$ cat src/rtl/ram_ctrl.sv
// Single-port word memory with a request/response handshake.
// Memory is swept to zero after reset and on clear_req; requests are served one per cycle when idle.
module ram_ctrl #(
  parameter int  WORD_SIZE     = 21,
  parameter int  WORD_QUANTITY = 33,
  localparam int ADDR_W        = $clog2(WORD_QUANTITY)
) (
  input  logic                 clk,
  input  logic                 rst_n,
  input  logic                 req_valid,
  output logic                 req_ready,
  input  logic                 req_type,
  input  logic [ADDR_W-1:0]    addr,
  input  logic [WORD_SIZE-1:0] data_in,
  input  logic                 clear_req,
  output logic                 rsp_valid,
  output logic                 rsp_err,
  output logic [WORD_SIZE-1:0] data_out,
  output logic                 busy
);

  // One extra bit so the bound still fits when WORD_QUANTITY is a power of two.
  localparam logic [ADDR_W:0]   QTY  = (ADDR_W + 1)'(WORD_QUANTITY);
  localparam logic [ADDR_W-1:0] LAST = ADDR_W'(WORD_QUANTITY - 1);

  typedef enum logic {
    CLEAR,
    IDLE
  } state_t;

  state_t               state_reg, state_next;
  logic [ADDR_W-1:0]    cnt_reg, cnt_next;
  logic [WORD_SIZE-1:0] mem [WORD_QUANTITY];

  logic                 in_range;
  logic                 accept;
  logic                 mem_we;
  logic [ADDR_W-1:0]    mem_waddr;
  logic [WORD_SIZE-1:0] mem_wdata;

  assign in_range = {1'b0, addr} < QTY;

  always_comb begin
    state_next = state_reg;
    cnt_next   = cnt_reg;
    busy       = 1'b0;
    req_ready  = 1'b0;
    accept     = 1'b0;
    mem_we     = 1'b0;
    mem_waddr  = addr;
    mem_wdata  = data_in;
    case (state_reg)
      CLEAR: begin
        // clear_req is ignored here so an ongoing sweep is never restarted.
        busy      = 1'b1;
        mem_we    = 1'b1;
        mem_waddr = cnt_reg;
        mem_wdata = '0;
        if (cnt_reg == LAST) begin
          state_next = IDLE;
          cnt_next   = '0;
        end else begin
          cnt_next = cnt_reg + ADDR_W'(1);
        end
      end
      IDLE: begin
        req_ready = !clear_req;
        accept    = req_valid && !clear_req;
        mem_we    = accept && req_type && in_range;
        if (clear_req) begin
          state_next = CLEAR;
          cnt_next   = '0;
        end
      end
      default: begin
        state_next = CLEAR;
        cnt_next   = '0;
      end
    endcase
  end

  always_ff @(posedge clk or negedge rst_n) begin
    if (!rst_n) begin
      state_reg <= CLEAR;
      cnt_reg   <= '0;
      rsp_valid <= 1'b0;
      rsp_err   <= 1'b0;
      data_out  <= '0;
    end else begin
      state_reg <= state_next;
      cnt_reg   <= cnt_next;
      rsp_valid <= accept;
      rsp_err   <= accept && !in_range;
      if (accept && !req_type && in_range) begin
        data_out <= mem[addr];
      end
    end
  end

  always_ff @(posedge clk) begin
    if (mem_we) begin
      mem[mem_waddr] <= mem_wdata;
    end
  end

endmodule

$ cat config.mk
export PLATFORM = sky130hd
export DESIGN_NAME = ram_ctrl
export DESIGN_NICKNAME = d
export VERILOG_FILES = /design/src/rtl/ram_ctrl.sv
export SDC_FILE = /design/constraint.sdc
export NUM_CORES = 1
export LEC_CHECK = 0
export ABC_AREA = 1
export BUFFER_PORTS_ARGS = -buffer_cell sky130_fd_sc_hd__buf_2
export CELL_PAD_IN_SITES_DETAIL_PLACEMENT = 1
export CELL_PAD_IN_SITES_GLOBAL_PLACEMENT = 2
export CORE_MARGIN = 3
export CORE_UTILIZATION = 38
export CTS_CLUSTER_SIZE = 25
export DETAILED_ROUTE_END_ITERATION = 7
export GPL_TIMING_DRIVEN = 0
export PLACE_DENSITY_LB_ADDON = 0.1
export SYNTH_ARGS = -nofsm -noshare
export SYNTH_HDL_FRONTEND = slang
export SYNTH_SLANG_ARGS = --single-unit
$ cat constraint.sdc
create_clock -name clk -period 3.8 [get_ports clk]
set_input_delay 0.19 -clock clk [delete_from_list [all_inputs] [get_ports clk]]
set_output_delay 0.19 -clock clk [all_outputs]
set_load 0.05 [all_outputs]
After elaboration in Yosys (flattened, before gate mapping). Memories as Yosys holds them, arrays and structs flattened. A register that Yosys moved wholly into a read port is not among the register bits. Cells that the tools add are included.

Flip-flop bits (word level): 9. Bits in writable memories: 693. Input port bits: 32. Output and inout port bits: 25. Logic and storage cells: 34. Memories kept: 1.

Add/subtract/negate cells: 1. Order comparisons: 1. Equal/unequal tests: 2. Mux-type cells: 14. Bitwise operators: 1. Reductions and logical operators: 10.

Memories: mem (words 33, bits a word 21, rd ports 1, clocked after Yosys merged registers in 1, write ports 1, line 33) `logic [WORD_SIZE-1:0] mem [WORD_QUANTITY];`.

Operator list (number): $mux W21 (1); $mux W6 (3); $pmux W6 S2 (1); $mux W1 (7); $add A6 B1 Y6 const B (1); $eq A6 B6 Y1 const B (1); $logic_and A1 B1 Y1 (6); $lt A6 B6 Y1 const B (1); $logic_not A1 Y1 (4); $pmux W1 S2 (2); $ne A2 B2 Y1 const B (1); $not A1 Y1 (1).

Depth between registers and ports, before layout. Gate-level depths: netlist (run 1).

Word-level depth: 7. Depth in mapped cells: 13. Gate-level depth less buffers: 11.

Worst setup path after synthesis (run 1). No wires, ideal clock.

Path type: reg-to-reg. Start point: register state_reg. End point: memory mem[19][0], enable pin. Setup time: 0.453 ns. Arrival time: 3.217 ns. Required time: 3.347 ns. Path slack: 0.131 ns. Cell stages (with the launch flop): 10. Buffers on the path: 2. Clock period less this slack: 3.669 ns. Cell sequence: dfrtp_1 -> buf_6 -> buf_6 -> o21ai_1 -> inv_2 -> nor2_1 -> inv_2 -> nor2_2 -> inv_2 -> nor4_1.

Word-level cells in the longest chain between the ends: 4. Elaborated cells on any way between the ends: 5. Those cells by class: 4 x mux; 1 x bitwise.

RTL lines: from (decl) (line 31) `state_t state_reg, state_next;`; from (signal assigned) (line 90) `state_reg <= state_next;`; $not A1 Y1; $pmux W1 S2 (line 52) `case (state_reg)`; $mux W1 (line 101) `if (mem_we) begin`; $mux W1 (not written as such) (line 102) `mem[mem_waddr] <= mem_wdata;`; to (decl) (line 33).

Several ways; a longest one is shown, not always the timed one.

Final worst setup path (run 1).
Start point: register state_reg. End point: memory mem[30][18], enable pin.

The elaborated chain is that of the path after synthesis.

==> metrics, run 1 <==
run status=finished, final reports clean; FF-to-FF path depth=7; largest net degree at the start of global routing=34; Async S/R FF share, synth=0.04149; Avg Cell Area, Syn=10.91 um^2; CTS Buf Count=82; max-slew violation count=0; synth top area cells=edfxtp_1, nand3_1, nand2_1, inv_1, dfrtp_1; final WL=110200 um; CTS sink count=723; 1st-pass router iterations=5; Synth cell types=38; IO Port Bufs=52; initial core utilization=0.3859; post-cts resize count=0; Power per Cell Area=594.1 nW/um^2; gpl congestion=0.8676; fin util=0.4399; RR Endpoint=mem[30][18]; max frequency=336.5 MHz; post-synthesis sequential area ratio=0.6903; P_leak=14.65 nW; Hold Path Cell Cnt=3; Critical Path AT=3.21 ns; CP endpoint kind=flop; DP Wirelength=74550 um; Setup Skew=0.01676 ns; Detailed Route Iter0 Violations=1796; antenna-violating nets left=0; Hold Path Origin=data_in[10]; CTS root buf=clkbuf_16; # DRC=0; Routed WL per cell=26.64 um; Synth Flop Type=edfxtp_1; syn_nets=2896; post-synth top area share=0.6663; Slew headroom=0.04917; Hold Fails Final Rpt=0; Max Cap Viol=0; Synth Instances=2862; TritonCTS clock tree=yes; IO Count=57; die area=85670 um^2; vias in the first global route=21780; Hold Path Class=in2reg; Period minus WS final=2.972 ns; Final #Nets=3048; flop2flop setup slack=0.83 ns; num rows=104; layout cells sized above 1=0.1251; Largest register FFs=693; Post-synth EDFFs=693; setup violators final=0; number of H-tree levels=3; critical path class=reg2reg; P&R area growth vs syn=13.99%; first-pass GRT wire length=156700 um; die width=292.7 um; Filler Cells Inserted=8828; crit share post-route=0.7820; Least-Margin Pin Slew=1.425 ns; Congestion Overflow GR=0; synthesized cell area=31230 um^2; Worst-Skew Late Latency=0.63 ns; CP startpoint kind=flop; Tot GR Track Use=0.2562; Yosys top cell by area=edfxtp_1; setup TNS=0 ns; via count=21590; core area=80940 um^2; hold endpoint=mem[4][10]; clock slew at the register clock pins of the worst setup and hold paths=0.06 ns; worst r2r src=state_reg; RSZ-0062 raised after global routing=false; clk buf depth=3; Ys Warns=0; peak supply drop=557.7 uV; initial antenna violation count=2; routed vias/inst=5.218; Critical Path RT=4.03 ns; Worst Path Max Fanout=21; Die Y=292.7 um; Synth Register Bits=723
## kinds of logic (layout without fill, tap and decap cells)
group	Yosys count	after routing	share of synthesized area
AO/OA/AOI/OAI	126	126	0.02420
XOR/XNOR	4	4	0.001122
adder cells (fa/ha/maj)	2	2	0.0008011
buffers and inverters	593	808	0.08176
flip-flops	723	723	0.6903
other	0	1	0
AND/OR/NAND/NOR	1414	1414	0.2018
## worst max-delay path, stage by stage, from the launching register on
cell	delay, ns
dfrtp_1	0.37
buf_6	0.15
buf_6	0.15
o21ai_1	0.32
inv_1	0.14
nor2_2	0.35
nand3_1	0.14
inv_1	0.93
## repair_timing
action,in CTS,in global routing
hold endpoints to repair,38,0
setup buffers,0,0
hold buffers,4,0
## worst max path at each step
stage | from | cells past startpoint | to | slack (ns)
floorplan | state_reg | 9 | mem[19][0] | 0.13
global placement | addr[2] | 6 | mem[19][1] | -2.42
detailed placement | addr[2] | 10 | mem[14][11] | 0.60
CTS | state_reg | 10 | mem[14][18] | 0.82
global route | state_reg | 7 | mem[30][18] | 0.68
finish | state_reg | 7 | mem[30][18] | 0.83
## cells in the final DEF, fill, tap and decap left out, types with 3 or more instances in the layout
cell | netlist | final
edfxtp_1 | 693 | 693
xor2_1 | 3 | 3
clkbuf_8 | 0 | 3
nor2_1 | 104 | 103
o21ai_0 | 32 | 32
clkinv_2 | 1 | 9
or2_2 | 61 | 61
buf_2 | 75 | 127
buf_6 | 22 | 24
dlygate4sd3_1 | 0 | 4
o22ai_1 | 9 | 9
clkinv_1 | 0 | 17
or2_0 | 45 | 45
nor2_2 | 3 | 3
inv_2 | 10 | 22
nor2_4 | 4 | 5
clkbuf_1 | 25 | 54
inv_4 | 4 | 4
buf_1 | 16 | 16
inv_6 | 0 | 3
dfrtp_1 | 30 | 30
clkbuf_16 | 0 | 85
o211ai_1 | 30 | 30
buf_4 | 14 | 17
nand2_1 | 675 | 675
bufinv_16 | 0 | 3
buf_16 | 0 | 5
inv_1 | 425 | 411
nand3_1 | 509 | 509
o21ai_1 | 16 | 16
a21oi_1 | 36 | 36
## synthesized netlist by cell type (2+ instances only)
| master | count |
|---|---|
| a21oi_1 | 36 |
| buf_1 | 16 |
| buf_2 | 75 |
| buf_4 | 14 |
| buf_6 | 22 |
| clkbuf_1 | 25 |
| dfrtp_1 | 30 |
| edfxtp_1 | 693 |
| ha_1 | 2 |
| inv_1 | 425 |
| inv_2 | 10 |
| inv_4 | 4 |
| nand2_1 | 675 |
| nand3_1 | 509 |
| nand3_2 | 2 |
| nand4_1 | 2 |
| nor2_1 | 104 |
| nor2_2 | 3 |
| nor2_4 | 4 |
| nor3_1 | 3 |
| o211ai_1 | 30 |
| o21ai_0 | 32 |
| o21ai_1 | 16 |
| o22ai_1 | 9 |
| or2_0 | 45 |
| or2_1 | 2 |
| or2_2 | 61 |
| xor2_1 | 3 |
## area by class of cell
cell class / instances / area, um^2 / share of cell area
antenna: 1 / 2.502 / 0.00007029
buffer: 152 / 882.1 / 0.02478
clock buffer: 117 / 2277 / 0.06397
clock inverter: 30 / 220.2 / 0.006186
inverter: 441 / 1672 / 0.04695
multi-input combinational: 1546 / 7137 / 0.2005
sequential: 723 / 21560 / 0.6056
tap: 1060 / 1326 / 0.03725
timing repair buffer: 68 / 523.0 / 0.01469
## power breakdown
part | internal (mW) | switching, mW
registers | 9.86 | 0.326
logic | 0.738 | 2.67
clock network | 4.36 | 3.20
total | 15.0 | 6.20
## per-layer routing
layer,wire length [um],GRT usage,vias to the layer above
li1,-,-,9796
met1,51600,0.3779,11020
met2,49880,0.4044,638
met3,5873,0.02730,136
met4,2875,0.07046,0
met5,0,0,-
## stage by stage
step	instances	hold WS, ns	power, mW	setup WS, ns	instance area, um^2
global placement	3974	0.3187	13.57	-2.421	32820
global route	4137	0.03751	21.92	0.6838	35600
finish	4138	0.04839	21.15	0.8283	35600
CTS	4133	0.03263	21.28	0.8226	35490
detailed placement	3982	0.3420	13.73	0.6002	32950
floorplan	2862	-0.1056	12.24	0.1309	31230
No activity file was read; power rests on OpenSTA's default activity.
==> inputs of run 2 (changes only) <==
Settings changed: ABC_AREA 1 to 0, CORE_UTILIZATION 38 to 44.
Clock period 3.8 ns to 2.7 ns, I/O delays scaled along.
==> run 2 against run 1 <==
- the flow now finishes with violations (negative setup slack)
- clock power increased by 38%
- die area decreased by 21%
- setup slack got worse by 0.92 ns
- clock skew is 0.0067 ns higher
- flip-flop and latch count unchanged
- power rose by 49%
- synthesized cell count down 49%
- final area shrank 5.0%
- via count is 28% lower
- final cell count down 37%
- sequential power is 45% higher
==> metrics, run 2 <==
final WL=86470 um (-22%); Crit path largest cell delay=0.49 ns (-0.44 ns); max frequency=358.5 MHz; antenna-violating nets left=0 (unchanged); RSZ-0062 raised after global routing=true; CP startpoint kind=input pin; Congestion Overflow GR=0 (unchanged); Synth Flop Type=edfxtp_1; via count=15460 (-28%); initial antenna violation count=4 (+2); Routed WL per cell=33.36 um (+25%); synth top area cells=edfxtp_1, mux4_2, mux2_2, dfrtp_1, a22o_1; Final WS setup=-0.08969 ns (-0.9180 ns); Worst Path Max Fanout=12 (-43%); clock slew at the register clock pins of the worst setup and hold paths=0.06 ns (about the same); max-slew violation count=0 (unchanged); top cells by count, synth=edfxtp_1, mux4_2, mux2_2; critical path class=in2reg; Slew headroom=0.1596 (+0.1104); post-synth top area share=0.7364 (+0.07013); CTS Buf Count=77 (-6.1%); Yosys top cell by area=edfxtp_1; run status=complete, but fails checks; Synth Instances=1447 (-49%); core area=63310 um^2 (-22%); P&R area growth vs syn=19.65%; P_leak=11.23 nW (-23%); CTS sink count=723 (unchanged); Final #Nets=1717 (-44%); most frequent cells in the layout=edfxtp_1, mux4_2, clkbuf_16, buf_2, mux2_2; Buf/Inv on CP=5 (+1); Hold Path Origin=data_in[6]; largest net degree at the start of global routing=34 (unchanged); Worst-Skew Late Latency=0.62 ns (about the same); clk buf depth=3 (unchanged); first-pass GRT wire length=119900 um (-23%); worst r2r src=state_reg; crit share post-route=1.033; IO Count=57 (unchanged); Detailed Route Iter0 Violations=1670 (-7.0%); final instance area=33810 um^2 (-5.0%); Avg Cell Area, Syn=19.53 um^2 (+79%); initial core utilization=0.4463 (+0.06046); placed inst area=29930 um^2 (-9.2%); Synth cell types=47 (+24%); Ys Warns=0 (unchanged); # DRC=0 (unchanged); Critical Path AT=3.11 ns (-0.10 ns); CP Launch Point=addr[2]; die area=67300 um^2 (-21%); 1st-pass router iterations=7 (+2); delay-heaviest family, CP=buffers and inverters; gpl congestion=0.7753 (-11%); Synth Register Bits=723 (unchanged); Filler Cells Inserted=5661 (-36%); Critical Path RT=3.02 ns (-1.01 ns); routed vias/inst=5.965 (+14%); peak supply drop=763.7 uV (+37%); IO Port Bufs=53 (+1.9%); Tot GR Track Use=0.2569 (+0.0006968); Post-synth EDFFs=693 (unchanged); Max Cap Viol=0 (unchanged); most common cell in the synthesized netlist=edfxtp_1; Hold Fails Final Rpt=0 (unchanged); syn_nets=1481 (-49%); Die Y=259.4 um (-11%); Power per Cell Area=929.7 nW/um^2 (+56%); setup TNS=-3.389 ns (-3.389 ns); post-synthesis sequential area ratio=0.7630 (+0.07265); Largest register FFs=693 (unchanged); Final Power=31.43 mW (+49%); Hold Path Class=in2reg; cells along the critical path=clkbuf_1, clkbuf_4, buf_2, inv_1, or3_1, o31ai_1, nand2_2, nor2_4, buf_16; die width=259.4 um (-11%); Non-Filler Instances=2592 (-37%); DP Wirelength=49510 um (-34%); vias in the first global route=15920 (-27%); number of H-tree levels=3 (unchanged); Setup Skew=0.02343 ns (+0.006670 ns); num rows=92 (-12%); Crit-path slowest cell=nand2_2; layout cells sized above 1=0.3274 (+0.2023); failing checks=negative setup slack; TritonCTS clock tree=yes; fin util=0.5340 (+0.09418); CP endpoint kind=flop; pre-CTS setup slack=-1.958 ns (-2.558 ns); placed insts=2353 (-41%); CTS root buf=clkbuf_16; setup violators final=132 (+132); Async S/R FF share, synth=0.04149 (unchanged); synthesized cell area=28260 um^2 (-9.5%); worst-case hold slack=0.1212 ns (+0.07276 ns); Period minus WS final=2.790 ns; commonest non-fill, non-tap cell in the layout=edfxtp_1; Least-Margin Pin Slew=1.256 ns (-0.1687 ns)
run 2: cell types whose count changed in the layout (fill, tap and decap cells not counted), sizes merged, moves of 21 or more:
cell,before,now
o211ai,30,0
inv,440,11
nor2b,0,43
mux2,0,67
or2,108,1
a22o,0,37
mux2i,0,30
nor2,112,79
nand3,511,8
and2,0,22
mux4,0,123
buf,191,157
a211oi,0,21
nand2,677,18
run 2: power by group:
group,internal [mW],switching (mW)
registers,14.3,0.476
clock network,6.03,4.36
logic,1.70,4.58
total,22.0,9.42
run 2: layout make-up:
type / instances / area (um^2) / share of cell area
well taps: 846 / 1059 / 0.03131
inverters: 10 / 37.54 / 0.001110
clock inverters: 41 / 364.1 / 0.01077
repair buffers: 131 / 1251 / 0.03701
flip-flops and latches: 723 / 21560 / 0.6377
diodes: 2 / 5.005 / 0.0001480
clock buffers: 99 / 2083 / 0.06162
multi-input cells: 658 / 7076 / 0.2093
plain buffers: 82 / 374.1 / 0.01107
run 2: final timing paths:
path                            slack [ns]  cells past startpoint      endpoint
worst max-delay path                 -0.09                      9   mem[30][14]
worst min-delay path                  0.12                      2    mem[32][6]
worst max register to register       -0.07                      6   mem[30][14]
worst min register to register        0.54                      2   data_out[5]
max in group asynchronous             1.96                      2  data_out[17]
min in group asynchronous             0.19                      2  data_out[13]
run 2: cells by family (layout without fill, tap and decap cells):
| family | after synthesis | in the layout | share of synthesized area |
|---|---|---|---|
| flops | 723 | 723 | 0.7630 |
| simple gates | 235 | 260 | 0.04490 |
| mux | 220 | 220 | 0.1354 |
| compound gates | 173 | 174 | 0.04140 |
| buf+inv | 92 | 363 | 0.01386 |
| fa+ha+maj | 2 | 2 | 0.0008854 |
| xor+xnor | 2 | 2 | 0.0006200 |
| other cells | 0 | 2 | 0 |
run 2: timing repair:
action | CTS | global route
buffers inserted | 63 | 3
gates resized for setup | 83 | 34
endpoints found under the hold margin | 36 | 0
gates cloned | 22 | 4
hold buffers | 5 | 0
pin swaps | 38 | 5
endpoints found under the setup margin | 1142 | 838
run 2: per-layer routing:
metal | share of wire | up-vias | GRT usage
met1 | 0.45 | 8356 | 0.3835
met5 | 0 | - | 0
met4 | 0.022 | 0 | 0.07178
met2 | 0.45 | 594 | 0.3842
met3 | 0.079 | 117 | 0.05521
li1 | - | 6393 | -
==> inputs of run 3 (changes only) <==
Settings changed: CORE_UTILIZATION 44 to 45, CTS_BUF_LIST set to sky130_fd_sc_hd__clkbuf_8.
==> run 3 against run 2 <==
- the run still ends with negative setup slack left
- clock power is 16% lower
- count of clock-buffer cells in the layout rose by 25
- final area decreased by 0.16%
- worst hold slack got worse by 0.093 ns
- global-route usage decreased by 0.70 points
- critical path depth is the same
- final cell count is 3.2% higher
- combinational power grew 4.6%
- critical path type unchanged
- largest power group unchanged
==> metrics, run 3 (synthesis gave the netlist of run 2 again) <==
Least-Margin Pin Slew=1.247 ns (-0.009255 ns); hold endpoint=mem[28][15]; Hold Path Origin=data_in[15]; # DRC=0 (unchanged); Critical Path RT=3.12 ns (+0.10 ns); routed vias/inst=5.983 (+0.31%); RR Endpoint=mem[14][7]; layout cells sized above 1=0.3268 (-0.0006216); worst-case hold slack=0.02845 ns (-0.09271 ns); pre-CTS setup slack=-1.929 ns (+0.02911 ns); max frequency=356.7 MHz (-0.49%); failing checks=negative setup slack; FF-to-FF path depth=6 (unchanged); IO Port Bufs=53 (unchanged); CTS root buf=clkbuf_8; flop2flop setup slack=-0.07 ns (about the same); core area=61940 um^2 (-2.2%); run status=complete, but fails checks; P_leak=11.40 nW (+1.5%); die width=256.6 um (-1.1%); most frequent cells in the layout=edfxtp_1, clkbuf_8, mux4_2, buf_2, mux2_2; Routed WL per cell=32.70 um (-2.0%); Worst-Skew Late Latency=0.72 ns (+0.10 ns); DP Wirelength=49160 um (-0.69%); crit share post-route=1.038 (+0.005056); RSZ-0062 raised after global routing=true; setup violators final=121 (-8.3%); CTS Buf Count=117 (+52%); num rows=91 (-1.1%); via count=16010 (+3.5%); critical path class=in2reg; Max Cap Viol=0 (unchanged); Filler Cells Inserted=5616 (-0.79%); final WL=87470 um (+1.2%); Detailed Route Iter0 Violations=1755 (+5.1%); Hold Path Class=in2reg; antenna-violating nets left=0 (unchanged); Power per Cell Area=890.6 nW/um^2 (-4.2%); initial antenna violation count=6 (+2); Die Y=256.6 um (-1.1%); Final #Nets=1773 (+3.3%); Tot GR Track Use=0.2499 (-0.007033); Worst Path Max Fanout=10 (-2); clock slew at the register clock pins of the worst setup and hold paths=0.06 ns (about the same); worst r2r src=state_reg; Setup Skew=0.04213 ns (+0.01870 ns); Final WS setup=-0.1033 ns (-0.01365 ns); Hold Fails Final Rpt=0 (unchanged); Hold Path Cell Cnt=2 (unchanged); die area=65840 um^2 (-2.2%); CP startpoint kind=input pin; Slew headroom=0.1689 (+0.009263); CP endpoint kind=flop; Period minus WS final=2.803 ns (+0.01365 ns); 1st-pass router iterations=5 (-2); CTS sink count=723 (unchanged); Non-Filler Instances=2675 (+3.2%); placed insts=2344 (-0.38%); number of H-tree levels=3 (unchanged); commonest non-fill, non-tap cell in the layout=edfxtp_1; Largest register FFs=693 (unchanged); max-slew violation count=0 (unchanged); Congestion Overflow GR=0 (unchanged); TritonCTS clock tree=yes; largest net degree at the start of global routing=34 (unchanged); peak supply drop=709.6 uV (-7.1%); gpl congestion=0.7865 (+1.4%); first-pass GRT wire length=116000 um (-3.2%); vias in the first global route=15870 (-0.33%); initial core utilization=0.4562 (+0.009882); clk buf depth=3 (unchanged); P&R area growth vs syn=19.45%; Critical Path AT=3.22 ns (+0.11 ns); IO Count=57 (unchanged)
[run 3: through the flow]
stage / power [mW] / setup TNS (ns) / instance area [um^2] / utilization
2_1_floorplan: 17.68 / -26.03 / 28330 / -
3_3_place_gp: 19.51 / -1403.81 / 29640 / 0.4785
3_5_place_dp: 19.95 / -1097.53 / 29950 / 0.4836
4_1_cts: 29.08 / -101.40 / 32730 / 0.5284
5_1_grt: 31.18 / -6.446 / 33750 / 0.5449
6_report: 30.06 / -4.387 / 33750 / 0.5450
[run 3: where the power goes]
| part | internal, mW | switching [mW] | total, mW | leakage (nW) |
|---|---|---|---|---|
| sequential | 14.3 | 0.484 | 14.8 | 6.81 |
| clock | 4.40 | 4.32 | 8.72 | 1.27 |
| combinational | 1.89 | 4.68 | 6.56 | 3.31 |
| total | 20.6 | 9.48 | 30.1 | 11.4 |
[run 3: routing by layer]
layer / global-route usage / part of all wire / vias up / routed length [um]
met5: 0 / 0 / - / 0
met4: 0.07323 / 0.022 / 0 / 1925
met3: 0.05254 / 0.086 / 119 / 7487
met2: 0.3757 / 0.45 / 737 / 39390
met1: 0.3715 / 0.44 / 8597 / 38660
li1: - / - / 6552 / -
[run 3: cell type report]
type	instances	area, um^2	area share
multi-input cells	660	7067	0.2094
well taps	837	1047	0.03103
flip-flops and latches	723	21560	0.6387
clock inverters	89	416.7	0.01234
inverters	10	41.29	0.001223
clock buffers	124	1707	0.05056
repair buffers	146	1544	0.04574
diodes	5	12.51	0.0003707
plain buffers	81	359.1	0.01064
[run 3: worst max-delay path by stage]
stage | start | endpoint | slack [ns] | cells after the start
2_1_floorplan | state_reg | mem[24][0] | -0.37 | 5
3_5_place_dp | addr[2] | mem[13][3] | -1.93 | 8
6_report | addr[2] | mem[14][7] | -0.10 | 9
3_3_place_gp | addr[2] | mem[16][10] | -2.35 | 8
5_1_grt | addr[2] | mem[14][11] | -0.12 | 9
4_1_cts | state_reg | mem[14][13] | -0.36 | 5
[run 3: critical path: stages]
cell and delay [ns]:
clkbuf_1 0.33, clkbuf_2 0.51, buf_2 0.41, inv_1 0.23
or3_1 0.38, o31ai_1 0.16, nand2_2 0.51, nor2_2 0.30
buf_4 0.22
[run 3: timing repair]
item,CTS,global route
resized for setup,42,67
pin swaps,19,36
cloned,10,18
setup buffers,29,45
hold buffers,12,0
endpoints found under the hold margin,150,0
endpoints found under the setup margin,1213,1079
